**src/rtl/rx_frame_if.sv**
```systemverilog
// Byte-stream input and published-frame output bundle for rx_frame.
// The parser sits on the slave side; the UART receiver and frame consumer sit on the master side.
interface rx_frame_if #(
    parameter int MAX_LEN = 32
);
    logic [7:0]           rx_data;
    logic                 rx_valid;
    logic                 frame_valid;
    logic [7:0]           frame_type;
    logic [7:0]           frame_len;
    logic [8*MAX_LEN-1:0] payload_bus;
    logic                 chk_err;
    logic                 len_err;
    logic                 timeout_err;
    logic                 busy;

    modport master (
        output rx_data, rx_valid,
        input  frame_valid, frame_type, frame_len, payload_bus,
        input  chk_err, len_err, timeout_err, busy
    );

    modport slave (
        input  rx_data, rx_valid,
        output frame_valid, frame_type, frame_len, payload_bus,
        output chk_err, len_err, timeout_err, busy
    );
endinterface

```
**src/rtl/rx_frame.sv**
```systemverilog
// Parses [AA][TYPE][LEN][PAYLOAD][CHK] frames; results and error pulses are registered one cycle after the deciding byte.
// No backpressure: accepts one byte per cycle. Define RX_TIMEOUT_EN to abort frames after TIMEOUT_CYCLES idle cycles.
module rx_frame #(
    parameter int MAX_LEN        = 32,
    parameter int TIMEOUT_CYCLES = 100000
) (
    input  logic       clk,
    input  logic       rst,
    rx_frame_if.slave  bus
);
    typedef enum logic [2:0] {R_SOF, R_TYPE, R_LEN, R_PAY, R_CHK} state_t;

    localparam int         IW        = (MAX_LEN > 1) ? $clog2(MAX_LEN) : 1;
    localparam logic [7:0] MAX_LEN_B = 8'(MAX_LEN);
    localparam logic [7:0] SOF_BYTE  = 8'hAA;

    if (MAX_LEN < 1 || MAX_LEN > 255) begin : g_bad_max_len
        $error("rx_frame: MAX_LEN must be in 1..255");
    end
    if (TIMEOUT_CYCLES < 1) begin : g_bad_timeout
        $error("rx_frame: TIMEOUT_CYCLES must be at least 1");
    end

    state_t                   state_q;
    logic [7:0]               type_q;
    logic [7:0]               len_q;
    logic [7:0]               sum_q;
    logic [7:0]               idx_q;
    logic [MAX_LEN-1:0][7:0]  buf_q;
    logic                     frame_valid_q;
    logic                     chk_err_q;
    logic                     len_err_q;
    logic [7:0]               frame_type_q;
    logic [7:0]               frame_len_q;
    logic [MAX_LEN-1:0][7:0]  payload_q;

    logic [7:0] sum_d;
    logic [7:0] idx_d;

    assign sum_d = sum_q + bus.rx_data;
    assign idx_d = idx_q + 8'd1;

`ifdef RX_TIMEOUT_EN
    localparam int CW = $clog2(TIMEOUT_CYCLES + 1);
    logic [CW-1:0] cnt_q;
    logic          timeout_err_q;
`endif

    always_ff @(posedge clk or posedge rst) begin
        if (rst) begin
            state_q       <= R_SOF;
            type_q        <= '0;
            len_q         <= '0;
            sum_q         <= '0;
            idx_q         <= '0;
            buf_q         <= '0;
            frame_valid_q <= 1'b0;
            chk_err_q     <= 1'b0;
            len_err_q     <= 1'b0;
            frame_type_q  <= '0;
            frame_len_q   <= '0;
            payload_q     <= '0;
`ifdef RX_TIMEOUT_EN
            cnt_q         <= '0;
            timeout_err_q <= 1'b0;
`endif
        end else begin
            frame_valid_q <= 1'b0;
            chk_err_q     <= 1'b0;
            len_err_q     <= 1'b0;
            if (bus.rx_valid) begin
                unique case (state_q)
                    R_SOF: begin
                        if (bus.rx_data == SOF_BYTE) begin
                            sum_q   <= '0;
                            idx_q   <= '0;
                            state_q <= R_TYPE;
                        end
                    end
                    R_TYPE: begin
                        type_q  <= bus.rx_data;
                        sum_q   <= bus.rx_data;
                        state_q <= R_LEN;
                    end
                    R_LEN: begin
                        if (bus.rx_data > MAX_LEN_B) begin
                            len_err_q <= 1'b1;
                            state_q   <= R_SOF;
                        end else begin
                            len_q   <= bus.rx_data;
                            sum_q   <= sum_d;
                            state_q <= (bus.rx_data == 8'd0) ? R_CHK : R_PAY;
                        end
                    end
                    R_PAY: begin
                        // 0xAA is plain data here: no resync once a frame has started
                        buf_q[idx_q[IW-1:0]] <= bus.rx_data;
                        sum_q                <= sum_d;
                        idx_q                <= idx_d;
                        if (idx_d == len_q) begin
                            state_q <= R_CHK;
                        end
                    end
                    R_CHK: begin
                        if (bus.rx_data == sum_q) begin
                            frame_valid_q <= 1'b1;
                            frame_type_q  <= type_q;
                            frame_len_q   <= len_q;
                            payload_q     <= buf_q;
                        end else begin
                            chk_err_q <= 1'b1;
                        end
                        state_q <= R_SOF;
                    end
                    default: state_q <= R_SOF;
                endcase
            end
`ifdef RX_TIMEOUT_EN
            timeout_err_q <= 1'b0;
            if (bus.rx_valid) begin
                cnt_q <= '0;
            end else if (state_q != R_SOF) begin
                if (cnt_q == CW'(TIMEOUT_CYCLES - 1)) begin
                    cnt_q         <= '0;
                    timeout_err_q <= 1'b1;
                    state_q       <= R_SOF;
                end else begin
                    cnt_q <= cnt_q + 1'b1;
                end
            end
`endif
        end
    end

    assign bus.frame_valid = frame_valid_q;
    assign bus.frame_type  = frame_type_q;
    assign bus.frame_len   = frame_len_q;
    assign bus.payload_bus = payload_q;
    assign bus.chk_err     = chk_err_q;
    assign bus.len_err     = len_err_q;
    assign bus.busy        = (state_q != R_SOF);
`ifdef RX_TIMEOUT_EN
    assign bus.timeout_err = timeout_err_q;
`else
    assign bus.timeout_err = 1'b0;
`endif
endmodule

```
**src/flat_wrapper.sv**
```systemverilog
// flat-port wrapper written by rule: the top's interface ports become plain ports
module rx_frame_flat 
#(
    parameter int MAX_LEN        = 32,
    parameter int TIMEOUT_CYCLES = 100000
)
  (clk, rst, bus_rx_data, bus_rx_valid, bus_frame_valid, bus_frame_type, bus_frame_len, bus_payload_bus, bus_chk_err, bus_len_err, bus_timeout_err, bus_busy);
  rx_frame_if #(.MAX_LEN(MAX_LEN)) bus_i ();
  input  logic clk;
  input  logic rst;
  input wire logic [$bits(bus_i.rx_data)-1:0] bus_rx_data;
  input wire logic [$bits(bus_i.rx_valid)-1:0] bus_rx_valid;
  output wire logic [$bits(bus_i.frame_valid)-1:0] bus_frame_valid;
  output wire logic [$bits(bus_i.frame_type)-1:0] bus_frame_type;
  output wire logic [$bits(bus_i.frame_len)-1:0] bus_frame_len;
  output wire logic [$bits(bus_i.payload_bus)-1:0] bus_payload_bus;
  output wire logic [$bits(bus_i.chk_err)-1:0] bus_chk_err;
  output wire logic [$bits(bus_i.len_err)-1:0] bus_len_err;
  output wire logic [$bits(bus_i.timeout_err)-1:0] bus_timeout_err;
  output wire logic [$bits(bus_i.busy)-1:0] bus_busy;
  assign bus_i.rx_data = bus_rx_data;
  assign bus_i.rx_valid = bus_rx_valid;
  assign bus_frame_valid = bus_i.frame_valid;
  assign bus_frame_type = bus_i.frame_type;
  assign bus_frame_len = bus_i.frame_len;
  assign bus_payload_bus = bus_i.payload_bus;
  assign bus_chk_err = bus_i.chk_err;
  assign bus_len_err = bus_i.len_err;
  assign bus_timeout_err = bus_i.timeout_err;
  assign bus_busy = bus_i.busy;
  rx_frame #(.MAX_LEN(MAX_LEN), .TIMEOUT_CYCLES(TIMEOUT_CYCLES)) u_core (.clk(clk), .rst(rst), .bus(bus_i));
endmodule
```
**config.mk**
```make
export PLATFORM = sky130hd
export DESIGN_NAME = rx_frame_flat
export DESIGN_NICKNAME = d
export VERILOG_FILES = /design/src/rtl/rx_frame_if.sv /design/src/rtl/rx_frame.sv /design/src/flat_wrapper.sv
export SDC_FILE = /design/constraint.sdc
export NUM_CORES = 1
export LEC_CHECK = 0
export BUFFER_PORTS_ARGS = -buffer_cell sky130_fd_sc_hd__buf_2
export CORE_UTILIZATION = 24
export CTS_CLUSTER_DIAMETER = 200
export DETAILED_ROUTE_END_ITERATION = 6
export MAX_ROUTING_LAYER = met4
export REMOVE_ABC_BUFFERS = 1
export SLEW_MARGIN = 40
export SYNTH_ARGS = -nofsm -noshare
export SYNTH_HDL_FRONTEND = slang
export SYNTH_SLANG_ARGS = --single-unit
export TNS_END_PERCENT = 100
```
**constraint.sdc**
```tcl
create_clock -name clk -period 50.9 [get_ports clk]
set_clock_uncertainty 0.2 [all_clocks]
set_input_delay 2.545 -clock clk [delete_from_list [all_inputs] [get_ports clk]]
set_output_delay 2.545 -clock clk [all_outputs]
set_load 0.005 [all_outputs]
```
* Word-level counts from Yosys, hierarchy flattened
Index checks and enable logic that the tools add are counted.
Word-level totals: register bits after elaboration 566, input bits 11, output and inout port bits 277, logic and storage cells 124
Cells by class: add/subtract/negate cells 2, order comparisons 3, equality and inequality tests 10, muxes and demuxes 21, bitwise logic cells 1, reductions and logical operators 13
Operators by type and width (count):
- bitwise mux 256 bit | 1
- demux 8 bit (select 5 bit) | 1
- one-hot mux 8 bit (4 select lines) | 1
- 2-to-1 mux 8 bit | 3
- equality test 8 bit | 2
- one-hot mux 8 bit (2 select lines) | 1
- 2-to-1 mux 3 bit | 4
- one-hot mux 3 bit (4 select lines) | 1
- AND reduction 3 bit | 4
- 2-to-1 mux 1 bit | 9
- adder 8 x 1 -> 8 bit, second input constant | 1
- adder 8 bit | 1
- equality test 8 bit, second input constant | 1
- greater-than comparator 8 x 6 -> 1 bit, second input constant | 1
- logical NOT 8 bit | 1
- equality test 3 x 2 -> 1 bit, second input constant | 2
- < comparator 5 x 6 -> 1 bit, second input constant | 1
- >= comparator 5 x 1 -> 1 bit, second input constant | 1
- inequality test 2 x 1 -> 1 bit, second input constant | 2
- AND reduction 2 bit | 2
- AND reduction 4 bit | 1
- nonzero test 4 bit | 1
- equality test 3 x 1 -> 1 bit, second input constant | 1
- equality test 3 bit, second input constant | 1
- other kinds (6) | 6

* Depth between registers and ports, before layout
Gate-level depths: netlist (run 1).
depth in word-level cells 5, gate-level depth with buffers 8, gate-level depth less buffers 7

* Worst setup path before layout (run 1)
No wires, ideal clock.
path kind in2reg, from input bus_rx_data[2], to register u_core.frame_len_q[0] (netlist: u_core.bus.frame_len[0]), setup time 0.125 ns, data arrival time 4.281 ns, path slack 46.294 ns, cell stages on the path 8, cell sequence ha_1 -> nor4_1 -> nand2_1 -> nor4_1 -> nand4_1 -> clkbuf_1 -> buf_2 -> mux2_2
On the way: word-level cells in the longest chain between the ends 2
Ends and longest elaborated chain:
- start, declared | line flat_wrapper.sv:11 | input wire logic [$bits(bus_i.rx_data)-1:0] bus_rx_data;
- equality test 8 bit | line rx_frame.sv:105 | if (bus.rx_data == sum_q) begin
- AND reduction 3 bit (no line)
- end signal, assigned | line rx_frame.sv:108 | frame_len_q <= len_q;
- end, declared | line rx_frame.sv:34 | logic [7:0] frame_len_q;
Every way passes these cells. A chain may end at the register's enable or synchronous reset.

* Worst setup path after layout (run 1)
from input bus_rx_data[4], to register u_core.payload_q (netlist bit u_core.bus.payload_bus[183])
On the way: word-level cells in the longest chain between the ends 2
Ends and longest elaborated chain:
- equality test 8 bit | line rx_frame.sv:105
- AND reduction 3 bit (no line)
- end signal, assigned | line rx_frame.sv:109 | payload_q <= buf_q;
- end, declared | line rx_frame.sv:35 | logic [MAX_LEN-1:0][7:0] payload_q;
Every way passes these cells.

==> results of run 1 <==
==> power groups by stage <==
stage / Sequential [mW] / Combinational, mW / Clock (mW)
floorplan: 0.509 / 0.0862 / 0
global placement: 0.514 / 0.115 / 0
detailed placement: 0.517 / 0.121 / 0
CTS: 0.508 / 0.121 / 0.523
global route: 0.513 / 0.135 / 0.542
finish: 0.509 / 0.120 / 0.505
==> logic make-up after synthesis <==
group / after synthesis / synth area share
AO/OA/AOI/OAI: 61 / 0.0186
flip-flops: 566 / 0.643
multiplexers: 541 / 0.276
adder cells (fa/ha/maj): 12 / 0.00715
buffers and inverters: 89 / 0.0178
AND/OR/NAND/NOR: 136 / 0.0322
XOR/XNOR: 13 / 0.00517
other: 1 / 0.000170
==> cells in the mapped netlist, types with 2 or more instances <==
library cell / n / area [um^2]
nor3_1: 12 / 60.1
buf_2: 36 / 180
dfrtp_1: 566 / 14200
a21oi_1: 14 / 70.1
o21a_1: 3 / 22.5
xor2_1: 3 / 26.3
ha_1: 11 / 138
nor4_1: 3 / 18.8
and2_1: 7 / 43.8
nor2_1: 23 / 86.3
a21o_1: 3 / 22.5
clkbuf_1: 41 / 154
a22oi_1: 5 / 37.5
nor2b_1: 6 / 37.5
nand4_1: 4 / 25.0
nand2_1: 45 / 169
mux2_2: 541 / 6090
o211ai_1: 2 / 15.0
or2_2: 2 / 12.5
xnor2_1: 10 / 87.6
o21ai_0: 12 / 60.1
and3b_1: 2 / 17.5
a31oi_1: 5 / 31.3
and3_1: 3 / 18.8
o22ai_1: 2 / 12.5
inv_1: 9 / 33.8
o221ai_1: 2 / 17.5
nand3_1: 8 / 40.0
nor3b_1: 5 / 37.5
or3_1: 4 / 25.0
nand2b_1: 3 / 18.8
==> area by class of cell <==
type / count / area (um^2) / share of cell area
inverter: 9 / 41.3 / 0.00151
timing repair buffer: 311 / 1700 / 0.0624
sequential: 566 / 14200 / 0.520
clock buffer: 92 / 1870 / 0.0686
tap: 1176 / 1470 / 0.0540
clock inverter: 29 / 494 / 0.0181
multi-input combinational: 764 / 7510 / 0.275
antenna: 3 / 7.51 / 0.000275
==> routing by layer <==
metal / global-route usage / vias up / share of wire
met1: 0.160 / 6791 / 0.44
met4: 0.0419 / 0 / 0.022
met3: 0.0372 / 82 / 0.063
li1: - / 5655 / -
met2: 0.196 / 302 / 0.47
met5: - / - / 0
==> per-stage QoR <==
step                area [um^2]  utilization  setup slack, ns
floorplan                 21700            -            32.32
global placement          24800        0.273            44.57
detailed placement        24800        0.274            44.55
CTS                       27200        0.300            45.23
global route              27200        0.301            44.89
finish                    27300        0.301            45.18
==> sequential cells by signal (all words and copies together) (netlist names) <==
name	flops
u_core.bus.frame_type	8
u_core.sum_q	8
u_core.state_q	3
u_core.idx_q	8
u_core.bus.chk_err	1
u_core.len_q	8
u_core.bus.frame_valid	1
u_core.bus.payload_bus	256
u_core.bus.len_err	1
u_core.buf_q	256
u_core.type_q	8
u_core.bus.frame_len	8
==> worst min path at each step <==
stage	end	slack [ns]	start	depth (start not counted)
floorplan	u_core.type_q[7]	0.25	u_core.type_q[7]	1
global placement	u_core.type_q[7]	0.27	u_core.type_q[7]	1
detailed placement	u_core.type_q[7]	0.27	u_core.type_q[7]	1
CTS	u_core.type_q[7]	0.28	u_core.type_q[7]	1
global route	u_core.type_q[7]	0.29	u_core.type_q[7]	1
finish	u_core.type_q[7]	0.28	u_core.type_q[7]	1
==> critical path, cell delays in order <==
cell,delay [ns]
buf_2,0.07
buf_4,0.55
ha_1,0.43
nor4_1,0.27
nand2_1,0.08
nor4_1,0.28
nand4_1,0.16
buf_4,0.35
buf_12,0.32
buf_16,0.31
mux2_2,0.36
==> impl_metrics.env, run 1 <==
export IMPL_status="completed"
export IMPL_grt_pass1_wl_um=87400
export IMPL_fin_cells=2950
export IMPL_pwr_share_seq=0.449
export IMPL_power_frac_clock=0.445
export IMPL_grt_setup_unrepaired="false"
export IMPL_path_max_fanout=93
export IMPL_combPwrFrac=0.106
export IMPL_period_minus_slack_ns=5.72
export IMPL_hold_ws_ns=0.275
export IMPL_netSwitchingPower_mw=0.291
export IMPL_drt_iter0_drc=544
export IMPL_synth_edf_count=0
export IMPL_die_w_um=305
export IMPL_htreeDepth=3
export IMPL_critPathLaunch="bus_rx_data[4]"
export IMPL_fill_cells=9037
export IMPL_period_share=0.112
export IMPL_first_pass_iters=4
export IMPL_fmax_mhz=175
export IMPL_clock_root_buffer="clkbuf_16"
export IMPL_via_per_inst=4.35
export IMPL_pin_count=288
export IMPL_cts_resized=0
export IMPL_slew_violations=0
export IMPL_port_buffers=286
export IMPL_layout_common_cells="566 x dfrtp_1, 541 x mux2_2, 286 x buf_2"
export IMPL_syn_area_per_cell_um2=15.5
export IMPL_vdd_drop_max_mv=0.0212
export IMPL_grt_usage=0.127
export IMPL_syn_area_um2=22000
export IMPL_numCtsBuffers=67
export IMPL_start_util=0.243
export IMPL_ys_warnings_count=0
export IMPL_final_common_cell="dfrtp_1"
export IMPL_swShare=0.257
export IMPL_detail_route_drc_violations=0
export IMPL_worstMarginPinSlew_ns=0.859
export IMPL_post_cts_buffers=0
export IMPL_finalHoldViolations=0
export IMPL_final_nets=1742
export IMPL_drive_above_1_share=0.549
export IMPL_routed_via_count=12800
export IMPL_critPathArrivalTime_ns=6.01
export IMPL_dp_cells=2824
export IMPL_post_dp_hpwl_um=36100
export IMPL_ys_types=58
export IMPL_cp_endpoint="u_core.bus.payload_bus[183]"
export IMPL_setup_tns_ns=0
export IMPL_dieArea_um2=93100
export IMPL_setup_viol=0
export IMPL_crit_required_ns=51.19
export IMPL_slew_headroom=0.427
export IMPL_synthCells=1419
export IMPL_power_leakage_nw=14.4
export IMPL_reg2reg_depth=9
export IMPL_synth_seq_area_share=0.643
export IMPL_ctsHoldBuffers=0
export IMPL_cp_end_kind="flop"
export IMPL_start_kind="input pin"
export IMPL_cap_viol_max_count=0
export IMPL_clkSlewWorstSetupHoldPaths_ns=0.06
export IMPL_clockBufferDepth=3
export IMPL_wl_per_cell_um=19.3
export IMPL_gp_congestion=0.773
export IMPL_drtAntennaViolNets=0
export IMPL_ys_seq_elements=566
export IMPL_grt_max_degree=94
export IMPL_coreArea_um2=90600
export IMPL_tritoncts="done"
export IMPL_fp_dieH_um=305
export IMPL_worstReg2RegStart="u_core.sum_q[4]"
export IMPL_overflow=0
export IMPL_num_rows=110
export IMPL_worstHoldPathType="flop to flop"
export IMPL_antenna_found_initial=1
export IMPL_path_class="input pin to flop"
export IMPL_powerDensity_nw_per_um2=41.6
export IMPL_r2r_slack_ns=47.39
export IMPL_worstReg2RegEnd="u_core.bus.payload_bus[183]"
export IMPL_numClockSinks=566
export IMPL_finalPower_mw=1.13
export IMPL_synth_main_ff_cell="dfrtp_1"
export IMPL_wl_um=57000
export IMPL_area_growth_pct=23.7
export IMPL_clkLatencyLatePin_ns=0.64
export IMPL_async_reset_ff_frac=1.00
export IMPL_p_int_mw=0.842
export IMPL_first_global_vias=13700
No activity file was read; power rests on OpenSTA's default activity.
==> run 2, diff against run 1 <==
Clock period 50.9 ns to 4.97 ns, I/O delays scaled along.
==> run 2 against run 1 <==
Compared with the run above:
- sequential share of layout area up 0.081 points
- highest routed layer unchanged
- cell area down 0.16%
- wire length up 5.7%
- largest cell class unchanged
- utilization about the same
- combinational power rose to 10 times the previous value
- flip-flop and latch count unchanged
- non-clock buffer count down 3
- clock power rose to 10 times the previous value
- register-to-register slack worse by 46 ns
- largest power group unchanged
- die area unchanged
- critical path depth down 3
- via count up 0.15%
==> impl_metrics.env, run 2 (synthesized netlist as in run 1, its figures left out) <==
export IMPL_dieArea_um2=93100
export IMPL_r2r_slack_ns=1.67
export IMPL_coreArea_um2=90600
export IMPL_clkLatencyLatePin_ns=0.62
export IMPL_setup_tns_ns=0
export IMPL_gp_congestion=0.777
export IMPL_fill_cells=9026
export IMPL_grt_setup_unrepaired="false"
export IMPL_drive_above_1_share=0.549
export IMPL_slew_violations=0
export IMPL_worstHoldPathType="input pin to flop"
export IMPL_first_pass_iters=4
export IMPL_start_util=0.243
export IMPL_start_kind="flop"
export IMPL_path_class="flop to flop"
export IMPL_critPathArrivalTime_ns=3.59
export IMPL_port_buffers=286
export IMPL_cts_resized=0
export IMPL_cp_end_kind="flop"
export IMPL_setup_viol=0
export IMPL_numClockSinks=566
export IMPL_finalPower_mw=11.6
export IMPL_use_met1=0.171
export IMPL_worstMarginPinSlew_ns=0.890
export IMPL_first_global_vias=13800
export IMPL_final_nets=1741
export IMPL_multi_input_area_um2=7500
export IMPL_detail_route_drc_violations=0
export IMPL_clock_root_buffer="clkbuf_16"
export IMPL_pin_count=288
export IMPL_wl_um=60300
export IMPL_wl_per_cell_um=20.4
export IMPL_min_to="u_core.buf_q[123]"
export IMPL_grt_usage=0.134
export IMPL_fp_dieH_um=305
export IMPL_pwr_share_seq=0.451
export IMPL_post_cts_buffers=0
export IMPL_die_w_um=305
export IMPL_ctsHoldBuffers=3
export IMPL_htreeDepth=3
export IMPL_powerDensity_nw_per_um2=426
export IMPL_crit_required_ns=5.25
export IMPL_hold_start="bus_rx_data[3]"
export IMPL_swShare=0.258
export IMPL_clockBufferDepth=3
export IMPL_period_share=0.665
export IMPL_min_path_cells=2
export IMPL_routed_via_count=12800
export IMPL_final_seq_area_um2=14200
export IMPL_met2_usage=0.203
export IMPL_busiest_layer="met2"
export IMPL_drtAntennaViolNets=0
export IMPL_drt_iter0_drc=632
export IMPL_fmax_mhz=303
export IMPL_layout_common_cells="566 x dfrtp_1, 541 x mux2_2, 286 x buf_2"
export IMPL_cap_viol_max_count=0
export IMPL_final_common_cell="dfrtp_1"
export IMPL_vdd_drop_max_mv=0.238
export IMPL_p_int_mw=8.60
export IMPL_num_rows=110
export IMPL_netSwitchingPower_mw=2.99
export IMPL_tritoncts="done"
export IMPL_grt_pass1_wl_um=90600
export IMPL_via_per_inst=4.36
export IMPL_period_minus_slack_ns=3.30
export IMPL_path_max_fanout=92
export IMPL_finalHoldViolations=0
export IMPL_worstReg2RegEnd="u_core.bus.payload_bus[170]"
export IMPL_power_frac_clock=0.442
export IMPL_area_growth_pct=23.5
export IMPL_grt_max_degree=146
export IMPL_post_dp_hpwl_um=37500
export IMPL_worstReg2RegStart="u_core.sum_q[4]"
export IMPL_combPwrFrac=0.107
export IMPL_slew_headroom=0.407
export IMPL_numCtsBuffers=69
export IMPL_use_met3=0.0406
export IMPL_status="completed"
export IMPL_clkSlewWorstSetupHoldPaths_ns=0.06
export IMPL_antenna_found_initial=5
export IMPL_reg2reg_depth=8
export IMPL_overflow=0
export IMPL_power_leakage_nw=14.4
[run 2: cell count changes in the layout (fill, tap and decap cells not counted), sizes merged]
cell	delta
buf	-6
clkbuf	+3
dlygate4sd3	+3
inv	+3
bufinv	-2
clkinv	-2
diode	-1
[run 2: final cells by class]
cell class	instances	share of cell area
clock buffer	95	0.0718
clock inverter	28	0.0133
multi-input combinational	764	0.276
timing repair buffer	308	0.0627
tap	1176	0.0541
antenna	2	0.000184
inverter	9	0.00170
sequential	566	0.520
[run 2: worst max path at each step]
stage	startpoint	end	slack [ns]	cells past startpoint
after CTS	u_core.state_q[2]	u_core.buf_q[119]	1.80	6
after global routing	u_core.sum_q[2]	u_core.bus.payload_bus[161]	1.57	8
after detailed placement	bus_rx_data[1]	u_core.bus.payload_bus[170]	1.61	8
after global placement	bus_rx_data[1]	u_core.bus.payload_bus[132]	1.51	8
after floorplan	rst	u_core.buf_q[0]	-11.31	1
final	u_core.sum_q[4]	u_core.bus.payload_bus[170]	1.67	8
[run 2: metrics by stage]
stage                     std cells  cell area, um^2  hold slack, ns  utilization  setup slack, ns
after floorplan                1339            21700           0.169            -           -11.31
after global placement         2818            24800           0.271        0.274             1.51
after detailed placement       2818            24800           0.193        0.274             1.61
after CTS                      2944            27100          0.0349        0.300             1.80
after global routing           2947            27200          0.0607        0.300             1.57
final                          2948            27200          0.0387        0.301             1.67
[run 2: power by group through the flow]
| stage | logic [mW] | clock network, mW | registers [mW] |
|---|---|---|---|
| 2_1_floorplan | 0.882 | 0 | 5.22 |
| 4_1_cts | 1.25 | 5.33 | 5.23 |
| 3_5_place_dp | 1.25 | 0 | 5.31 |
| 5_1_grt | 1.37 | 5.51 | 5.28 |
| 6_report | 1.23 | 5.12 | 5.23 |
| 3_3_place_gp | 1.18 | 0 | 5.29 |
[run 2: critical path, cell delays in order (launching register included)]
cell and delay (ns):
dfrtp_1 0.39, ha_1 0.38, nor4_1 0.35, nand2_1 0.09
nor4_1 0.30, nand4_1 0.31, buf_12 0.30, buf_16 0.22
mux2_2 0.42
[run 2: routing by layer]
layer  part of all wire  up-vias
met5                  0        -
met4              0.021        0
met3              0.067       80
met2               0.46      328
met1               0.45     6802
li1                   -     5639
